## src/rtl/remote_mem.sv

```systemverilog
// remote_mem: TileLink-UL slave that forwards Get / PutFullData requests to a
// host as byte packets on a command FIFO, and rebuilds the TileLink response
// from the bytes the host returns on a response FIFO.
//
// Ports
//   clk, rst_n       clock, asynchronous active-low reset
//   a_*              TileLink A channel (opcode, size, source, address, mask,
//                    data, valid, ready)
//   d_*              TileLink D channel (opcode, size, source, data, denied,
//                    valid, ready)
//   full/wr_en/din   command FIFO write side (one byte per accepted strobe)
//   empty/rd_en/dout response FIFO read side, dout valid the cycle after rd_en
//
// Packet: cmd (0x01 read / 0x02 write), size, ADDR_W/8 address bytes LSB
// first, then N = 1<<size data bytes LSB first for writes. Reply: status byte,
// then N data bytes for a successful read.
module remote_mem #(
    parameter int DATA_W = 64,
    parameter int ADDR_W = 64,
    parameter int SRC_W  = 8
) (
    input  logic                clk,
    input  logic                rst_n,
    input  logic [2:0]          a_opcode,
    input  logic [2:0]          a_size,
    input  logic [SRC_W-1:0]    a_source,
    input  logic [ADDR_W-1:0]   a_address,
    input  logic [DATA_W/8-1:0] a_mask,
    input  logic [DATA_W-1:0]   a_data,
    input  logic                a_valid,
    output logic                a_ready,
    output logic [2:0]          d_opcode,
    output logic [2:0]          d_size,
    output logic [SRC_W-1:0]    d_source,
    output logic [DATA_W-1:0]   d_data,
    output logic                d_denied,
    output logic                d_valid,
    input  logic                d_ready,
    input  logic                full,
    output logic                wr_en,
    output logic [7:0]          din,
    input  logic                empty,
    output logic                rd_en,
    input  logic [7:0]          dout
);

    localparam logic [2:0] TL_PUT_FULL        = 3'd0;
    localparam logic [2:0] TL_GET             = 3'd4;
    localparam logic [2:0] TL_ACCESS_ACK      = 3'd0;
    localparam logic [2:0] TL_ACCESS_ACK_DATA = 3'd1;

    localparam int AB      = ADDR_W / 8;
    localparam int DB      = DATA_W / 8;
    localparam int PKT_MAX = 2 + AB + DB;
    localparam int CNT_W   = $clog2(PKT_MAX);
    localparam int LOG_DB  = $clog2(DB);

    typedef enum logic [2:0] {IDLE, CMD, STATUS, DATA, RESP} state_t;

    state_t              state_reg, state_next;
    logic                is_write_reg;
    logic [2:0]          size_reg;
    logic [SRC_W-1:0]    source_reg;
    logic [ADDR_W-1:0]   addr_reg;
    logic [DATA_W-1:0]   wdata_reg;
    logic [CNT_W-1:0]    cnt_reg;
    logic                rd_pend_reg;
    logic                denied_reg;
    logic [2:0]          opcode_reg;
    logic [7:0]          rdata_reg [DB];
    logic [7:0]          pkt_byte [PKT_MAX];
    logic [CNT_W-1:0]    n_bytes;
    logic [CNT_W-1:0]    last_idx;
    logic                legal;
    logic                accept;

    // PutFull implies a full mask, so the mask carries no information here.
    logic unused_mask;
    assign unused_mask = ^a_mask;

    assign accept   = (state_reg == IDLE) && a_valid;
    assign legal    = ((a_opcode == TL_GET) || (a_opcode == TL_PUT_FULL)) &&
                      (a_size <= 3'(LOG_DB));
    assign n_bytes  = CNT_W'(1) << size_reg;
    assign last_idx = is_write_reg ? CNT_W'(1 + AB) + n_bytes : CNT_W'(1 + AB);

    // Flat byte view of the outgoing packet, indexed by the byte counter.
    assign pkt_byte[0] = is_write_reg ? 8'h02 : 8'h01;
    assign pkt_byte[1] = {5'd0, size_reg};
    generate
        for (genvar gi = 0; gi < AB; gi++) begin : g_addr
            assign pkt_byte[2 + gi] = addr_reg[8*gi +: 8];
        end
        for (genvar gi = 0; gi < DB; gi++) begin : g_wdata
            assign pkt_byte[2 + AB + gi] = wdata_reg[8*gi +: 8];
        end
    endgenerate

    always_comb begin
        state_next = state_reg;
        a_ready    = (state_reg == IDLE);
        d_valid    = (state_reg == RESP);
        wr_en      = (state_reg == CMD) && !full;
        din        = (state_reg == CMD) ? pkt_byte[cnt_reg] : 8'h00;
        // Only one read in flight: the cycle after a strobe is the capture cycle.
        rd_en      = ((state_reg == STATUS) || (state_reg == DATA)) &&
                     !empty && !rd_pend_reg;
        case (state_reg)
            IDLE:   if (a_valid) state_next = legal ? CMD : RESP;
            CMD:    if (!full && (cnt_reg == last_idx)) state_next = STATUS;
            STATUS: if (rd_pend_reg)
                        state_next = ((dout != 8'h00) || is_write_reg) ? RESP : DATA;
            DATA:   if (rd_pend_reg && (cnt_reg == n_bytes - CNT_W'(1)))
                        state_next = RESP;
            RESP:   if (d_ready) state_next = IDLE;
            default: state_next = IDLE;
        endcase
    end

    always_ff @(posedge clk or negedge rst_n) begin
        if (!rst_n) begin
            state_reg    <= IDLE;
            is_write_reg <= 1'b0;
            size_reg     <= '0;
            source_reg   <= '0;
            addr_reg     <= '0;
            wdata_reg    <= '0;
            cnt_reg      <= '0;
            rd_pend_reg  <= 1'b0;
            denied_reg   <= 1'b0;
            opcode_reg   <= '0;
        end else begin
            state_reg   <= state_next;
            rd_pend_reg <= rd_en;
            case (state_reg)
                IDLE: if (a_valid) begin
                    is_write_reg <= (a_opcode == TL_PUT_FULL);
                    size_reg     <= a_size;
                    source_reg   <= a_source;
                    addr_reg     <= a_address;
                    wdata_reg    <= a_data;
                    cnt_reg      <= '0;
                    denied_reg   <= !legal;
                    opcode_reg   <= (a_opcode == TL_GET) ? TL_ACCESS_ACK_DATA
                                                         : TL_ACCESS_ACK;
                end
                // Counter wraps to 0 on the last byte so DATA starts at byte 0.
                CMD: if (!full) cnt_reg <= (cnt_reg == last_idx) ? '0 : cnt_reg + CNT_W'(1);
                STATUS: if (rd_pend_reg && (dout != 8'h00)) denied_reg <= 1'b1;
                DATA: if (rd_pend_reg) cnt_reg <= cnt_reg + CNT_W'(1);
                default: ;
            endcase
        end
    end

    // Read data is cleared on acceptance, so bytes above N, and the whole word
    // after a nonzero status, read back as zero.
    generate
        for (genvar gi = 0; gi < DB; gi++) begin : g_rdata
            always_ff @(posedge clk or negedge rst_n) begin
                if (!rst_n) begin
                    rdata_reg[gi] <= 8'h00;
                end else if (accept) begin
                    rdata_reg[gi] <= 8'h00;
                end else if ((state_reg == DATA) && rd_pend_reg &&
                             (cnt_reg == CNT_W'(gi))) begin
                    rdata_reg[gi] <= dout;
                end
            end
            assign d_data[8*gi +: 8] = rdata_reg[gi];
        end
    endgenerate

    assign d_opcode = opcode_reg;
    assign d_size   = size_reg;
    assign d_source = source_reg;
    assign d_denied = denied_reg;

endmodule

```

## config.mk

```make
export PLATFORM = sky130hd
export DESIGN_NAME = remote_mem
export DESIGN_NICKNAME = d
export VERILOG_FILES = /design/src/rtl/remote_mem.sv
export SDC_FILE = /design/constraint.sdc
export NUM_CORES = 1
export LEC_CHECK = 0
export ABC_AREA = 1
export CORE_ASPECT_RATIO = 0.9
export CORE_UTILIZATION = 45
export DETAILED_ROUTE_END_ITERATION = 10
export GPL_TIMING_DRIVEN = 0
export PLACE_DENSITY = 0.78
export SYNTH_ARGS = -nofsm -noshare
export SYNTH_HDL_FRONTEND = slang
export SYNTH_SLANG_ARGS = --single-unit
```

## constraint.sdc

```tcl
create_clock -name clk -period 2.23 [get_ports clk]
set_input_delay 0.446 -clock clk [delete_from_list [all_inputs] [get_ports clk]]
set_output_delay 0.446 -clock clk [all_outputs]
set_load 0.03 [all_outputs]
```

======== Word-level counts from Yosys, hierarchy flattened ========
Index checks and enable logic that the tools add are counted.
storage, ports and cells
  logic and storage cells ................. 128
  flip-flop bits (word level) ............. 217
  input port bits ......................... 164
operators by class
  $lt $le $gt $ge ......................... 2
  muxes and demuxes ....................... 39
  bitwise gates (word level) .............. 1
  reductions and logical operators ........ 42
  shifts and indexed selects .............. 1
  equal/unequal tests ..................... 22
  $add $sub $neg .......................... 3
operator list
  operator                                                                count
  8-bit two-way mux                                                       19
  8-bit binary-select mux with 5-bit select                               1
  5-bit two-way mux                                                       5
  3-bit two-way mux                                                       7
  5-bit by 3-bit equality test with 1-bit output (second input constant)  4
  2-bit nonzero test                                                      9
  1-bit logical AND                                                       17
  3-bit case mux with 5 select lines                                      1
  5-bit case mux with 3 select lines                                      1
  5-bit by 2-bit equality test with 1-bit output (second input constant)  2
  5-bit equality test                                                     2
  2-bit != test (second input constant)                                   5
  8-bit nonzero test                                                      1
  3-bit by 2-bit equality test with 1-bit output (second input constant)  2
  3-bit equality test (second input constant)                             2
  6-bit greater-or-equal comparator (second input constant)               1
  3-bit logical NOT                                                       2
  2-bit by 1-bit != test with 1-bit output (second input constant)        3
  5-bit inverter with 6-bit output                                        1
  4-bit by 5-bit adder with 5-bit output (first input constant)           1
  5-bit by 1-bit adder with 5-bit output (second input constant)          1
  5-bit by 1-bit equality test with 1-bit output (second input constant)  1
  5-bit logical NOT                                                       1
  5-bit AND reduction                                                     1
  13 further kinds                                                        20

======== Longest topological paths before layout ========
Gate-level depths: netlist of run 1.
  depth in word-level cells ............... 7
  gate-level depth with buffers ........... 12
  mapped depth without buffers ............ 12

======== Worst setup path before layout of run 1 ========
No wires, ideal clock.
  path kind ............................... flip-flop to output port
  from .................................... reg cnt_reg[3]
  to ...................................... out din[6]
  arrival ................................. 1.725 ns
  path slack .............................. 0.059 ns
  buffers on the path ..................... 0
  required time ........................... 1.784 ns
  stages on the path, launching flop included .. 8
  path through ............................ dfrtp_1 > nor2_1 > inv_1 > nor2_1 > inv_1 > nor2_2 > o211ai_1 > a21oi_1
between the ends
  cells in the longest elaborated chain, start to end .. 5
RTL lines
  item                                                    line  RTL
  from (decl)                                             66    logic [CNT_W-1:0] cnt_reg;
  from (signal assigned)                                  148   CMD: if (!full) cnt_reg <= (cnt_reg == last_idx) ? '0 : cnt_reg + CNT_W'(1);
  from (signal assigned)                                  150   DATA: if (rd_pend_reg) cnt_reg <= cnt_reg + CNT_W'(1);
  5-bit inverter with 6-bit output (implied by the code)  104   din = (state_reg == CMD) ? pkt_byte[cnt_reg] : 8'h00;
  8-bit binary-select mux with 5-bit select               104
  8-bit two-way mux (implied by the code) (2 in series)   104
  8-bit two-way mux                                       104
  to (decl)                                               41    output logic [7:0] din,
No other way between the ends. The select of a mux whose other input is x is not followed.

======== Worst setup path in the final report of run 1 ========
  from .................................... reg cnt_reg[0]
  to ...................................... out din[4]
The elaborated chain is that of the path after synthesis.

==> results.yml, run 1 <==
synthesis:
  yosys-top-cells-area: "dfrtp_1, nand2_1, o21ai_0"
  synth_top_area_share_pct: 52.85
  ys_types: 34
  synth_seq_cells: 215
  synth_cells: 1303
  postSynthAreaPerCell_sq_um: 7.814
  syn_area_sq_um: 10180
  seq_area_frac_synth_pct: 52.85
  synth_top_area_cell: "dfrtp_1"
  yosys_warnings: 0
timing:
  rsz0062_at_grt: "yes"
  hold_violations: 0
  fmax_mhz: 361.8
  final_max_slew_viol_count: 0
  period_needed_ns: 2.764
  fin_crit_sh_pct: 123.9
  setup_slack_ns: -0.5338
  relSlewSlack_pct: 58.74
  worst_pin_slew_ns: 0.6189
  setup_viol: 8
  finalClockSkew_ns: 0.01365
place:
  gp_congestion: 0.9356
  hpwl_microns: 22430
  placed_area_sq_um: 13050
  place.port_buffers: 244
  numPlacedInstances: 1841
worst_setup_path:
  crit_path_max_fanout: 7
  reg2reg_slack_ns: 0.31
  reg2reg_from: "cnt_reg[0]"
  cp-endpoint: "din[4]"
  crit_type: "reg -> out"
  worstSetupEndpointType: "output port"
  reg2regPathDepth: 11
  worst_setup_path_start_kind: "flop"
  timing.rr.end: "cnt_reg[4]"
  worstPathArrival_ns: 2.32
  crit_start: "cnt_reg[0]"
  cp.required_ns: 1.78
global_routing:
  antenna_found_initial: 0
  grt_usage_pct: 26.85
  grt_pass1_wl_microns: 48640
  grt_start_max_net_pins: 129
  overflow: 0
  grt_pass1_vias: 9305
layout:
  fin_nets: 1759
  nFillCells: 1782
  layout_common_cells: "nand2_1, clkdlybuf4s50_1, dfrtp_1, nor2_1, o21ai_1"
  n_antenna_cell: 0
  final_common_cell: "nand2_1"
  drive_above_1_share_pct: 13.14
  syn2layout_area_growth_pct: 40.78
  post-route-util_pct: 65.48
  stdcell_count: 1897
  stdcell_area_sq_um: 14330
outcome:
  violations: "negative setup slack"
  status: "finished with violations"
detailed_routing:
  first_pass_iters: 5
  remaining_drc_errors: 0
  antenna_left: 0
  detail_route.wl_per_cell_microns: 16.45
  routed_wl_microns: 31200
  routed_via_density: 5.198
  drtIter0Drc: 845
  vias: 9861
clock_tree:
  clock_latency_ns: 0.52
  path_clk_slew_ns: 0.06
  h-tree-depth: 1
  cts_buffer_depth: 3
  numCtsBuffers: 24
  cts_sinks: 215
  clock-root-buffer: "clkbuf_16"
  cts_tree: "yes"
floorplan:
  io_pins: 255
  fp-row-count: 51
  die_h_microns: 144.7
  core-area_sq_um: 21890
  dieWidth_microns: 160.6
  initial_core_util_pct: 46.52
  die-area_sq_um: 23230
pwr:
  powerDensity_nw_per_um2: 1514
  leakagePower_uw: 0.007053
  ir_worst_vdd_v: 0.0008240
hold_path:
  min_path_type: "in -> async"
run:
  cap_viol_max_count: 0
[worst max-delay path, stage by stage (launching register included)]
cell and delay (ns):
dfrtp_2 0.47, buf_6 0.16, buf_8 0.13, buf_12 0.13
nor2_1 0.11, nor2_1 0.05, o21ai_1 0.07, nand2_1 0.12
nand2_1 0.10, nand2_1 0.08, o21ai_2 0.16, a21oi_2 0.09
buf_6 0.14
[final cells by class]
cell class | count | area, sq um | share of cell area [%]
clock inverters | 9 | 173.9 | 1.213
repair inverters | 1 | 6.256 | 0.04365
well taps | 291 | 364.1 | 2.540
repair buffers | 261 | 2633 | 18.37
multi-input cells | 985 | 4322 | 30.15
flip-flops and latches | 215 | 5384 | 37.56
inverters | 37 | 158.9 | 1.109
plain buffers | 66 | 599.3 | 4.182
clock buffers | 32 | 691.9 | 4.828
[how the worst min path moves through the flow]
stage / from / to / slack [ns] / cells past startpoint
floorplan: rst_n / addr_reg[0] / 0.15 / 0
global placement: addr_reg[28] / addr_reg[28] / 0.46 / 2
detailed placement: rst_n / d_source[1] / 0.22 / 1
CTS: rst_n / d_source[1] / 0.29 / 2
global route: rst_n / d_source[1] / 0.30 / 2
finish: rst_n / d_source[1] / 0.30 / 2
[per-layer routing]
| layer | part of all wire (%) | global-route usage [%] | wire length [microns] | vias to the layer above |
|---|---|---|---|---|
| li1 | - | - | - | 4658 |
| met1 | 44 | 37.90 | 13600 | 4650 |
| met2 | 45 | 42.26 | 14150 | 488 |
| met3 | 8.1 | 4.446 | 2529 | 65 |
| met4 | 2.9 | 9.023 | 917 | 0 |
| met5 | 0 | 0 | 0 | - |
[stage by stage]
step                setup TNS [ns]  worst slack [ns]  power, uW  hold WS (ns)
floorplan                        0           0.05873      13060        0.1504
global placement          -1749.76            -8.115      16430        0.4570
detailed placement          -8.034            -1.103      16690        0.2234
CTS                         -4.189           -0.5614      21310        0.2901
global route                -4.503           -0.6036      23040        0.3032
finish                      -3.901           -0.5338      21700        0.3035
[cell usage after synthesis, drive strengths merged]
master    n
clkbuf   14
nand2   648
o211ai    2
inv      35
nand4    11
nor2    124
dfrtp   215
conb      1
or2       1
nand3b    1
buf      53
nor3      4
a21o      1
ha        4
nand3    23
a21oi    17
o21ai   145
mux2i     1
nor4      1
clkinv    2
[timing repair]
| item | CTS | global route |
|---|---|---|
| pin swaps | 10 | 27 |
| hold endpoints to repair | 1 | 0 |
| hold buffers | 1 | 0 |
| gates cloned | 0 | 1 |
| setup endpoints to repair | 15 | 11 |
| resized for setup | 135 | 68 |
| buffers inserted | 6 | 8 |
[kinds of logic (layout without fill, tap and decap cells)]
logic type	count (synthesis)	after routing	synth area share [%]
and+or+nand+nor	813	813	32.22
DFF	215	215	52.85
AOI/OAI and AO/OA	165	165	8.259
buffers and inverters	104	406	6.047
adders and majority gates	4	4	0.4916
other	1	2	0.03683
muxes	1	1	0.09832
[where the power goes]
group	switching [uW]	internal (uW)
registers	1180	5740
clock network	1580	2740
logic	6440	4020
Power figures use the tool's default switching activity.
==> run 2: changes to the inputs <==
==> constraint.sdc (replaced) <==
create_clock -name clk -period 2.23 [get_ports clk]
set_input_delay 0.223 -clock clk [delete_from_list [all_inputs] [get_ports clk]]
set_output_delay 0.223 -clock clk [all_outputs]
set_load 0.005 [all_outputs]
==> results.yml, run 2 (same netlist as run 1, synthesis figures left out) <==
hold_path:
  min_path_type: "in -> async"
pwr:
  ir_worst_vdd_v: 0.0006462
  total_power_uw: 20660
  powerDensity_nw_per_um2: 1439
  leakagePower_uw: 0.007082
outcome:
  violations: "negative setup slack"
  status: "finished with violations"
floorplan:
  core-area_sq_um: 21890
  initial_core_util_pct: 46.52
  io_pins: 255
  die_h_microns: 144.7
  die-area_sq_um: 23230
  dieWidth_microns: 160.6
  fp-row-count: 51
clock_tree:
  h-tree-depth: 1
  cts_buffer_depth: 3
  clock_latency_ns: 0.51
  cts_tree: "yes"
  clock-root-buffer: "clkbuf_16"
  cts_sinks: 215
  path_clk_slew_ns: 0.06
  numCtsBuffers: 24
detailed_routing:
  first_pass_iters: 5
  routed_via_density: 5.207
  remaining_drc_errors: 0
  vias: 9872
  detail_route.wl_per_cell_microns: 16.53
  drtIter0Drc: 915
  routed_wl_microns: 31350
  antenna_left: 0
layout:
  nFillCells: 1785
  seq_area_sq_um: 5383
  final_common_cell: "nand2_1"
  syn2layout_area_growth_pct: 41.04
  drive_above_1_share_pct: 12.83
  fin_nets: 1758
  stdcell_area_sq_um: 14360
  layout_common_cells: "nand2_1, clkdlybuf4s50_1, dfrtp_1, o21ai_1, nor2_1"
  post-route-util_pct: 65.60
  n_antenna_cell: 0
  multi_input_area_sq_um: 4322
global_routing:
  grt_pass1_vias: 9425
  grt_usage_pct: 27.10
  grt_pass1_wl_microns: 49090
  grt_start_max_net_pins: 129
  overflow: 0
  antenna_found_initial: 1
worst_setup_path:
  cp.required_ns: 2.01
  worst_setup_path_start_kind: "flop"
  crit_path_max_fanout: 6
  worstSetupEndpointType: "output port"
  worstPathArrival_ns: 2.35
  crit_type: "reg -> out"
timing:
  fin_crit_sh_pct: 115.4
  whs_ns: 0.07971
  rsz0062_at_grt: "yes"
  setup_viol: 8
  worst_pin_slew_ns: 0.6626
  period_needed_ns: 2.573
  setup_slack_ns: -0.3432
  relSlewSlack_pct: 55.83
  finalClockSkew_ns: 0.009205
  final_max_slew_viol_count: 0
  fmax_mhz: 388.6
  hold_violations: 0
place:
  place.port_buffers: 244
  hpwl_microns: 22430
  gp_congestion: 0.9356
  placed_area_sq_um: 13050
run:
  cap_viol_max_count: 0
run 2: path summary, 6_finish.rpt:
kind | from | endpoint | slack, ns | cells after the start
setup / recovery | cnt_reg[0] | din[5] | -0.34 | 12
hold / removal | rst_n | d_source[1] | 0.08 | 2
setup reg to reg | cnt_reg[4] | cnt_reg[4] | 0.19 | 9
hold reg to reg | wdata_reg[37] | wdata_reg[37] | 0.48 | 2
max in group asynchronous | rst_n | cnt_reg[0] | 0.96 | 4
min in group clk | a_data[44] | wdata_reg[44] | 0.24 | 3
run 2: worst max-delay path, stage by stage (launching register included):
cell	delay, ns
dfrtp_2	0.46
buf_8	0.17
buf_8	0.14
buf_12	0.13
nor2_4	0.04
nor2_1	0.10
o21ai_1	0.07
nand2_1	0.11
nand2_1	0.09
nand2_1	0.10
o21ai_2	0.07
a21oi_2	0.22
buf_2	0.14
run 2: per-stage QoR:
stage / setup TNS [ns] / setup WS [ns] / cells
global placement: -1698.42 / -7.892 / 1839
CTS: -2.192 / -0.3006 / 1893
global route: -2.594 / -0.4004 / 1896
floorplan: 0 / 0.5681 / 1304
finish: -2.145 / -0.3432 / 1896
detailed placement: -4.624 / -0.7095 / 1841
run 2: what timing repair did:
action | 4_1_cts | 5_1_grt
gates resized for setup | 122 | 47
pin swaps | 23 | 31
cloned | 1 | 0
setup endpoints to repair | 9 | 9
setup buffers | 10 | 6
endpoints found under the hold margin | 128 | 0
hold buffers | 1 | 0
run 2: final cells by class:
cell class              count  area share, %
flip-flops and latches    215          37.49
repair buffers            263          18.45
clock buffers              32          4.819
plain buffers              64          4.313
well taps                 291          2.536
clock inverters             9          1.211
inverters                  37          1.089
multi-input cells         985          30.10
run 2: routing by layer:
layer	part of all wire, %	track usage, %	vias up	wire length [microns]
met3	9.0	4.930	82	2833
li1	-	-	4649	-
met4	3.4	9.123	2	1056
met2	45	43.04	523	14160
met5	0.032	0	-	10
met1	42	37.64	4616	13290
run 2: power breakdown:
part           switching [uW]  leakage, uW  internal (uW)
logic                    5230      0.00397           4180
clock network            1580     0.000427           2740
registers                1190      0.00269           5740
total                    8000      0.00708          12700
